$ cat config.mk
export PLATFORM = sky130hd
export DESIGN_NAME = uart_tx_buffer
export DESIGN_NICKNAME = d
export VERILOG_FILES = /design/src/rtl/uart_tx_buffer.sv
export SDC_FILE = /design/constraint.sdc
export NUM_CORES = 1
export LEC_CHECK = 0
export CAP_MARGIN = 25
export CORE_MARGIN = 2
export CORE_UTILIZATION = 24
export CTS_CLUSTER_DIAMETER = 120
export DETAILED_ROUTE_END_ITERATION = 7
export PLACE_DENSITY = 0.43
export SLEW_MARGIN = 0
export SYNTH_ARGS = -nofsm -noshare
export SYNTH_HDL_FRONTEND = slang
export SYNTH_SLANG_ARGS = --single-unit
$ cat constraint.sdc
create_clock -name sys_clk_i -period 3.3 [get_ports sys_clk_i]
set_input_delay 0.99 -clock sys_clk_i [delete_from_list [all_inputs] [get_ports sys_clk_i]]
set_output_delay 0.99 -clock sys_clk_i [all_outputs]
set_load 0.02 [all_outputs]
$ cat src/rtl/uart_tx_buffer.sv
// uart_tx_buffer: byte FIFO feeding a UART transmitter that has no busy flag.
// Bytes pushed from the store path are buffered. They are released as
// single-cycle write strobes spaced a fixed number of clock cycles apart, so
// the transmitter always finishes a frame before the next byte arrives.
module uart_tx_buffer #(
    parameter int DEPTH      = 16,
    parameter int ADDR_W     = 4,
    parameter int GAP_CYCLES = 9600
) (
    input  logic              sys_clk_i,
    input  logic              sys_rstn_i,
    input  logic              wr_en_i,
    input  logic [7:0]        wr_data_i,
    input  logic              ovf_clr_i,
    output logic              full_o,
    output logic              empty_o,
    output logic [ADDR_W:0]   count_o,
    output logic              overflow_o,
    output logic              uart_wr_o,
    output logic [7:0]        uart_dat_o
);

    localparam int GAP_W = (GAP_CYCLES > 2) ? $clog2(GAP_CYCLES) : 1;
    localparam logic [GAP_W-1:0]  GAP_RELOAD = GAP_W'(GAP_CYCLES - 1);
    localparam logic [ADDR_W:0]   FULL_CNT   = (ADDR_W + 1)'(DEPTH);

    typedef enum logic {
        IDLE,
        WAIT
    } state_t;

    logic [7:0]        mem [DEPTH];
    logic [ADDR_W-1:0] wr_ptr_q;
    logic [ADDR_W-1:0] rd_ptr_q;
    logic [ADDR_W:0]   count_q;
    logic [ADDR_W:0]   count_n;
    logic              full_q;
    logic              empty_q;
    logic              ovf_q;
    logic              nempty_q;
    logic              uart_wr_q;
    logic [7:0]        uart_dat_q;
    state_t            state_q;
    state_t            state_n;
    logic [GAP_W-1:0]  gap_q;
    logic [GAP_W-1:0]  gap_n;
    logic              push;
    logic              pop;

    // A push is only taken when the registered count says there is room.
    assign push = wr_en_i & ~full_q;

    // Occupancy after this edge; push and pop together leave it unchanged.
    always_comb begin
        count_n = count_q;
        case ({push, pop})
            2'b10:   count_n = count_q + (ADDR_W + 1)'(1);
            2'b01:   count_n = count_q - (ADDR_W + 1)'(1);
            default: count_n = count_q;
        endcase
    end

    // Pacing FSM: a strobe (and pop) in IDLE as soon as data is seen, then in
    // WAIT only when the gap counter has run down to zero.  Occupancy is seen
    // through nempty_q, one cycle behind count_q.  Pops are never on adjacent
    // edges, so nempty_q can lag a write but never claims data that is gone.
    always_comb begin
        state_n = state_q;
        gap_n   = gap_q;
        pop     = 1'b0;
        case (state_q)
            IDLE: begin
                if (nempty_q) begin
                    pop     = 1'b1;
                    gap_n   = GAP_RELOAD;
                    state_n = WAIT;
                end
            end
            WAIT: begin
                if (gap_q != '0) begin
                    gap_n = gap_q - GAP_W'(1);
                end else if (nempty_q) begin
                    pop   = 1'b1;
                    gap_n = GAP_RELOAD;
                end else begin
                    state_n = IDLE;
                end
            end
            default: begin
                state_n = IDLE;
            end
        endcase
    end

    // FSM state and gap counter.
    always_ff @(posedge sys_clk_i or negedge sys_rstn_i) begin
        if (!sys_rstn_i) begin
            state_q <= IDLE;
            gap_q   <= '0;
        end else begin
            state_q <= state_n;
            gap_q   <= gap_n;
        end
    end

    // FIFO pointers, occupancy and the status flags derived from it.
    always_ff @(posedge sys_clk_i or negedge sys_rstn_i) begin
        if (!sys_rstn_i) begin
            wr_ptr_q <= '0;
            rd_ptr_q <= '0;
            count_q  <= '0;
            full_q   <= 1'b0;
            empty_q  <= 1'b1;
            nempty_q <= 1'b0;
        end else begin
            if (push) begin
                wr_ptr_q <= wr_ptr_q + ADDR_W'(1);
            end
            if (pop) begin
                rd_ptr_q <= rd_ptr_q + ADDR_W'(1);
            end
            count_q  <= count_n;
            full_q   <= (count_n == FULL_CNT);
            empty_q  <= (count_n == '0);
            nempty_q <= (count_q != '0);
        end
    end

    // Sticky overflow: a dropped write wins over a clear in the same cycle.
    always_ff @(posedge sys_clk_i or negedge sys_rstn_i) begin
        if (!sys_rstn_i) begin
            ovf_q <= 1'b0;
        end else if (wr_en_i && full_q) begin
            ovf_q <= 1'b1;
        end else if (ovf_clr_i) begin
            ovf_q <= 1'b0;
        end
    end

    // Byte storage; contents need no reset since count gates every read.
    always_ff @(posedge sys_clk_i) begin
        if (push) begin
            mem[wr_ptr_q] <= wr_data_i;
        end
    end

    // Transmitter interface: strobe on the pop edge, data held between pops.
    always_ff @(posedge sys_clk_i or negedge sys_rstn_i) begin
        if (!sys_rstn_i) begin
            uart_wr_q  <= 1'b0;
            uart_dat_q <= 8'h00;
        end else begin
            uart_wr_q <= pop;
            if (pop) begin
                uart_dat_q <= mem[rd_ptr_q];
            end
        end
    end

    assign full_o     = full_q;
    assign empty_o    = empty_q;
    assign count_o    = count_q;
    assign overflow_o = ovf_q;
    assign uart_wr_o  = uart_wr_q;
    assign uart_dat_o = uart_dat_q;

endmodule
Yosys cells after proc, flatten, opt, wreduce, memory -nomap -nowiden
Memories as Yosys holds them, arrays and structs flattened. A register that Yosys moved wholly into a read port is not among the register bits.
Index checks and enable logic that the tools add are counted.
W data, S select, Z words.
{"block": "word_totals", "regBits": 33, "latchBits": 0, "ramBits": 128, "rom_bits": 0, "inputBits": 12, "out_inout_bits": 17, "word_cells": 41, "memories": 1}
{"block": "classes", "addsub": 5, "n_mul": 0, "div_mod_pow": 0, "magnitude_cmp": 0, "n_eq_ne": 3, "shift": 0, "muxes": 13, "bitwise": 3, "reduce_logical": 6}
{"memory": "mem", "words": 16, "word_bits": 8, "read_ports": 1, "rd_clocked_by_memory_dff": 1, "write_ports": 1, "line_no": "32", "rtl": "logic [7:0] mem [DEPTH];"}
{"op": "$mux W14", "n": 2}
{"op": "$pmux W14 S2", "n": 1}
{"op": "$reduce_bool A14 Y1", "n": 1}
{"op": "$sub A14 B1 Y14 const B", "n": 1}
{"op": "$pmux W5 S2", "n": 1}
{"op": "$add A4 B1 Y4 const B", "n": 2}
{"op": "$mux W1", "n": 7}
{"op": "$add A5 B1 Y5 const B", "n": 1}
{"op": "$eq A5 B5 Y1 const B", "n": 1}
{"op": "$logic_not A5 Y1", "n": 1}
{"op": "$reduce_bool A5 Y1", "n": 1}
{"op": "$sub A5 B1 Y5 const B", "n": 1}
{"op": "$pmux W1 S2", "n": 2}
{"op": "$eq A2 B1 Y1 const B", "n": 1}
{"op": "$eq A2 B2 Y1 const B", "n": 1}
{"op": "$not A1 Y1", "n": 2}
{"op": "$reduce_bool A2 Y1", "n": 1}
{"op": "$and A1 B1 Y1", "n": 1}
{"op": "$logic_and A1 B1 Y1", "n": 1}
{"op": "$logic_not A1 Y1", "n": 1}

Logic depth before layout (Yosys ltp)
{"block": "logic_depth", "depth_word": 6, "ltp_mapped": 15, "depth_no_buf": 14}

Worst setup path after synthesis
OpenSTA, ideal clock, no wires.
{"block": "synth_timing", "kind": "input -> register", "start": "input port wr_en_i", "end": "register full_q, in the netlist full_o", "setup_time_ps": 73, "arrival_time_ps": 3013, "required_ps": 3227, "slack_ps": 214, "path_stages": 12, "path_buffers": 2, "cell_sequence": "nor2b_1 -> clkbuf_1 -> inv_1 -> ha_1 -> buf_2 -> xor2_1 -> ha_1 -> a21oi_1 -> mux2i_1 -> xnor2_1 -> a311o_1 -> nor2b_1"}
{"block": "synth_between", "elab_chain_len": 4, "word_cells_on_any_way": 5, "classes_between": "eq/ne (3); mux (1); bitwise (1)"}
{"element": "start: declaration", "line_no": "12", "rtl": "input logic wr_en_i,"}
{"element": "$and A1 B1 Y1 *", "line_no": "51", "rtl": "assign push = wr_en_i & ~full_q;"}
{"element": "$eq A2 B1 Y1 / $eq A2 B2 Y1 (equally long branches)", "line_no": "56", "rtl": "case ({push, pop})"}
{"element": "$pmux W5 S2 *", "line_no": "56"}
{"element": "named net count_n[2]", "line_no": "36", "rtl": "logic [ADDR_W:0] count_n;"}
{"element": "$eq A5 B5 Y1 *", "line_no": "123", "rtl": "full_q <= (count_n == FULL_CNT);"}
{"element": "end signal: assignment", "line_no": "123"}
{"element": "end: declaration", "line_no": "37", "rtl": "logic full_q;"}
Mark *: on every way through the listed nets, which the timed path passes. The rest lies on a longest branch.
A chain may end at the register's enable or synchronous reset.

Worst setup path after layout
{"block": "layout_timing", "start": "register gap_q[1]", "end": "register full_q, in the netlist full_o"}
{"block": "layout_between", "elab_chain_len": 6, "word_cells_on_any_way": 7, "classes_between": "eq/ne (3); mux (3); reduce/logical (1)"}
{"element": "start: declaration", "line_no": "45", "rtl": "logic [GAP_W-1:0] gap_q;"}
{"element": "start signal: assignment", "line_no": "102", "rtl": "gap_q <= gap_n;"}
{"element": "$reduce_bool A14 Y1 *", "line_no": "80", "rtl": "if (gap_q != '0) begin"}
{"element": "$mux W1 *", "line_no": "80"}
{"element": "$pmux W1 S2 *", "line_no": "71", "rtl": "case (state_q)"}
{"element": "named net pop", "line_no": "48", "rtl": "logic pop;"}
{"element": "$eq A2 B1 Y1 / $eq A2 B2 Y1 (equally long branches)", "line_no": "56"}
{"element": "$pmux W5 S2 *", "line_no": "56"}
{"element": "named net count_n[2]", "line_no": "36"}
{"element": "$eq A5 B5 Y1 *", "line_no": "123"}
Marks and branches as above.

==> impl_results.md <==
* Die W at 174 um
* Main combinational cell family by area after synthesis: multiplexers
* Slew Viols, Final at 0
* Cts bufs inserted at 17
* Max-Cap Viols at 0
* Average wire per standard cell at 17.5 um
* Layout fillers at 2840
* Cell Area, Synth at 6950 sq um
* H-tree Lvls at 4
* Skew final at 0.0134 ns
* Largest net degree at the start of global routing at 35
* Clk buf depth at 2
* Gp weighted congestion at 0.748
* Post-synth cell types at 51
* Ys async rst share at 0.243
* Static leakage at 2.93 nW
* Initial Util at 0.243
* Final min period at 3.02 ns
* Critical Path RT at 3.66 ns
* Drt first pass iters at 5
* PnR worst setup slack at 0.277 ns
* Worst setup SP type: register
* Residual DRC at 0
* Global route overflow at 0
* Worst Tran Pin Value at 0.994 ns
* Routed Antenna Nets at 0
* Die height at 174 um
* Max FO, Critical Path at 7
* EDFF count, synth at 128
* Final Power at 5.99 mW
* Pre-CTS setup slack at -0.216 ns
* Fmax at 331 MHz
* Global-route wire length before repair at 23.6 mm
* Final net count at 488
* Setup CP Type: register to register
* Pwr dens at 711 nW/um^2
* Period Utilization, post-route at 0.916
* Unrepaired setup endpoints after global routing: no
* Hold buffers post-CTS at 0
* Worst VDD drop at 0.365 mV
* Share of cells above drive strength 1 at 0.209
* Initial antenna violation count at 0
* Clock root cell: clkbuf_16
* Setup violators final at 0
* Via count at 3728
* Total GRT Usage at 0.103
* Clk slew on worst S/H paths at 0.07 ns
* Synth Warn # at 0
* Sink Count at 169
* Latest clock arrival within the worst-skew pair at 0.42 ns
* DR iter-0 viols at 337
* Hold slack at 0.475 ns
* CTS tree: built
* Status: complete, no violations
* Core Area at 28600 sq um
* Area Overhead vs Synth at 21.2%
* Syn_nets at 433
* Final hold vios at 0
* Vias in the first global route at 3977
* Main synth FF type: edfxtp_1
* I/O pin total at 29
* Worst min-delay path class: primary input to asynchronous set/reset pin
* Post-Synth Adder-Cell Area at 0.0198
* Row Count at 62
* Vias per Instance at 4.32
* Die area at 30300 sq um
* HPWL after detailed placement at 9.74 mm
* Simple-gate portion of the synthesized area at 0.0722
* FF+latch count, synth at 169
* Critical path arrival at 3.38 ns
* Crit end category: register
* Mean Syn Cell Area at 17.0 sq um
* Final WL at 15.1 mm
* Ant. Diodes at 0
* Synth Area in Compound Gates at 0.0669
* Slew HR at 0.328
* Post-Synth XOR/XNOR Area at 0.0151
* Total negative slack at 0 ns
* Mux cell area share after synthesis at 0.108
* Syn Inst Count at 410
* Port-buffer cells at 28
* Fraction of the yosys area taken by sequential cells at 0.701
-- state kept, by name, indices dropped and copies added (netlist names) --
register and count:
count_o 5, state_q 1, nempty_q 1, uart_wr_o 1, gap_q 14, mem 128
uart_dat_o 8, rd_ptr_q 4, wr_ptr_q 4, full_o 1, empty_o 1, overflow_o 1
-- cell families after synthesis --
family                   after synthesis
buffers and inverters                 28
AND/OR/NAND/NOR                       85
AO/OA/AOI/OAI                         70
multiplexers                          35
XOR/XNOR                              12
flip-flops                           169
adder cells (fa/ha/maj)               11
-- routing by layer --
metal / global-route usage / up-vias / routed length [um]
met2: 0.165 / 49 / 7210
met3: 0.0230 / 5 / 362
li1: - / 1723 / -
met4: 0.0347 / 0 / 104
met1: 0.140 / 1951 / 7410
met5: 0 / - / 0
-- critical path, cell delays in order, from the launching register on --
cell,delay [ns]
dfrtp_1,0.41
inv_1,0.09
ha_1,0.15
nor4b_4,0.25
a41o_1,0.29
nand2_1,0.11
inv_2,0.10
ha_2,0.25
xor2_1,0.09
ha_1,0.24
a21oi_1,0.20
mux2i_1,0.25
xnor2_1,0.11
a311o_1,0.30
nor2b_1,0.11
-- synth_stat cells, drive strengths merged (9+ instances only) --
master	instances	area [sq um]
a21o	9	67.6
mux4	32	721
dfrtp	40	1000
a21oi	19	95.1
ha	11	138
buf	9	48.8
clkbuf	10	37.5
edfxtp	128	3840
a22oi	16	120
and2	18	113
nand2	21	78.8
nor2	10	37.5
-- through the flow --
stage | instance area (sq um) | utilization | instances
6_report | 8420 | 0.294 | 862
5_1_grt | 8420 | 0.294 | 862
4_1_cts | 8410 | 0.294 | 861
3_5_place_dp | 7820 | 0.273 | 829
3_3_place_gp | 7820 | 0.273 | 829
2_1_floorplan | 6950 | - | 410
-- power breakdown --
part / switching, mW / internal, mW / total, mW
clock: 0.890 / 1.07 / 1.96
sequential: 0.241 / 2.60 / 2.84
combinational: 0.616 / 0.570 / 1.19
-- cell type report --
| cell class | count | area (sq um) | share of cell area |
|---|---|---|---|
| clock inverter | 15 | 161 | 0.0192 |
| multi-input combinational | 213 | 1970 | 0.234 |
| sequential | 169 | 4870 | 0.578 |
| timing repair buffer | 55 | 478 | 0.0567 |
| inverter | 9 | 33.8 | 0.00401 |
| tap | 384 | 480 | 0.0570 |
| clock buffer | 17 | 425 | 0.0505 |
-- layout by cell type (no fill, tap or decap), types with 16 or more instances in the layout --
cell type / n
edfxtp_1: 128
dfrtp_1: 39
mux4_2: 32
clkdlybuf4s50_1: 27
buf_4: 27
nand2_1: 21
a21oi_1: 19
and2_1: 18
clkbuf_16: 17
a22oi_1: 16
-- path summary, 6_finish.rpt --
| path | start | endpoint | slack (ns) | cells after the start |
|---|---|---|---|---|
| max | gap_q[1] | full_o | 0.28 | 14 |
| min | sys_rstn_i | gap_q[4] | 0.47 | 1 |
| max reg2reg | gap_q[1] | full_o | 0.28 | 14 |
| min in group sys_clk_i | gap_q[0] | gap_q[0] | 0.48 | 1 |
| min reg2reg | gap_q[0] | gap_q[0] | 0.48 | 1 |
| max in group asynchronous | sys_rstn_i | empty_o | 2.09 | 2 |
-- timing repair --
action / CTS / global route
setup buffers: 0 / 1
resized for setup: 0 / 3
setup endpoints to repair: 0 / 3
(Power assumes the default switching activity.)
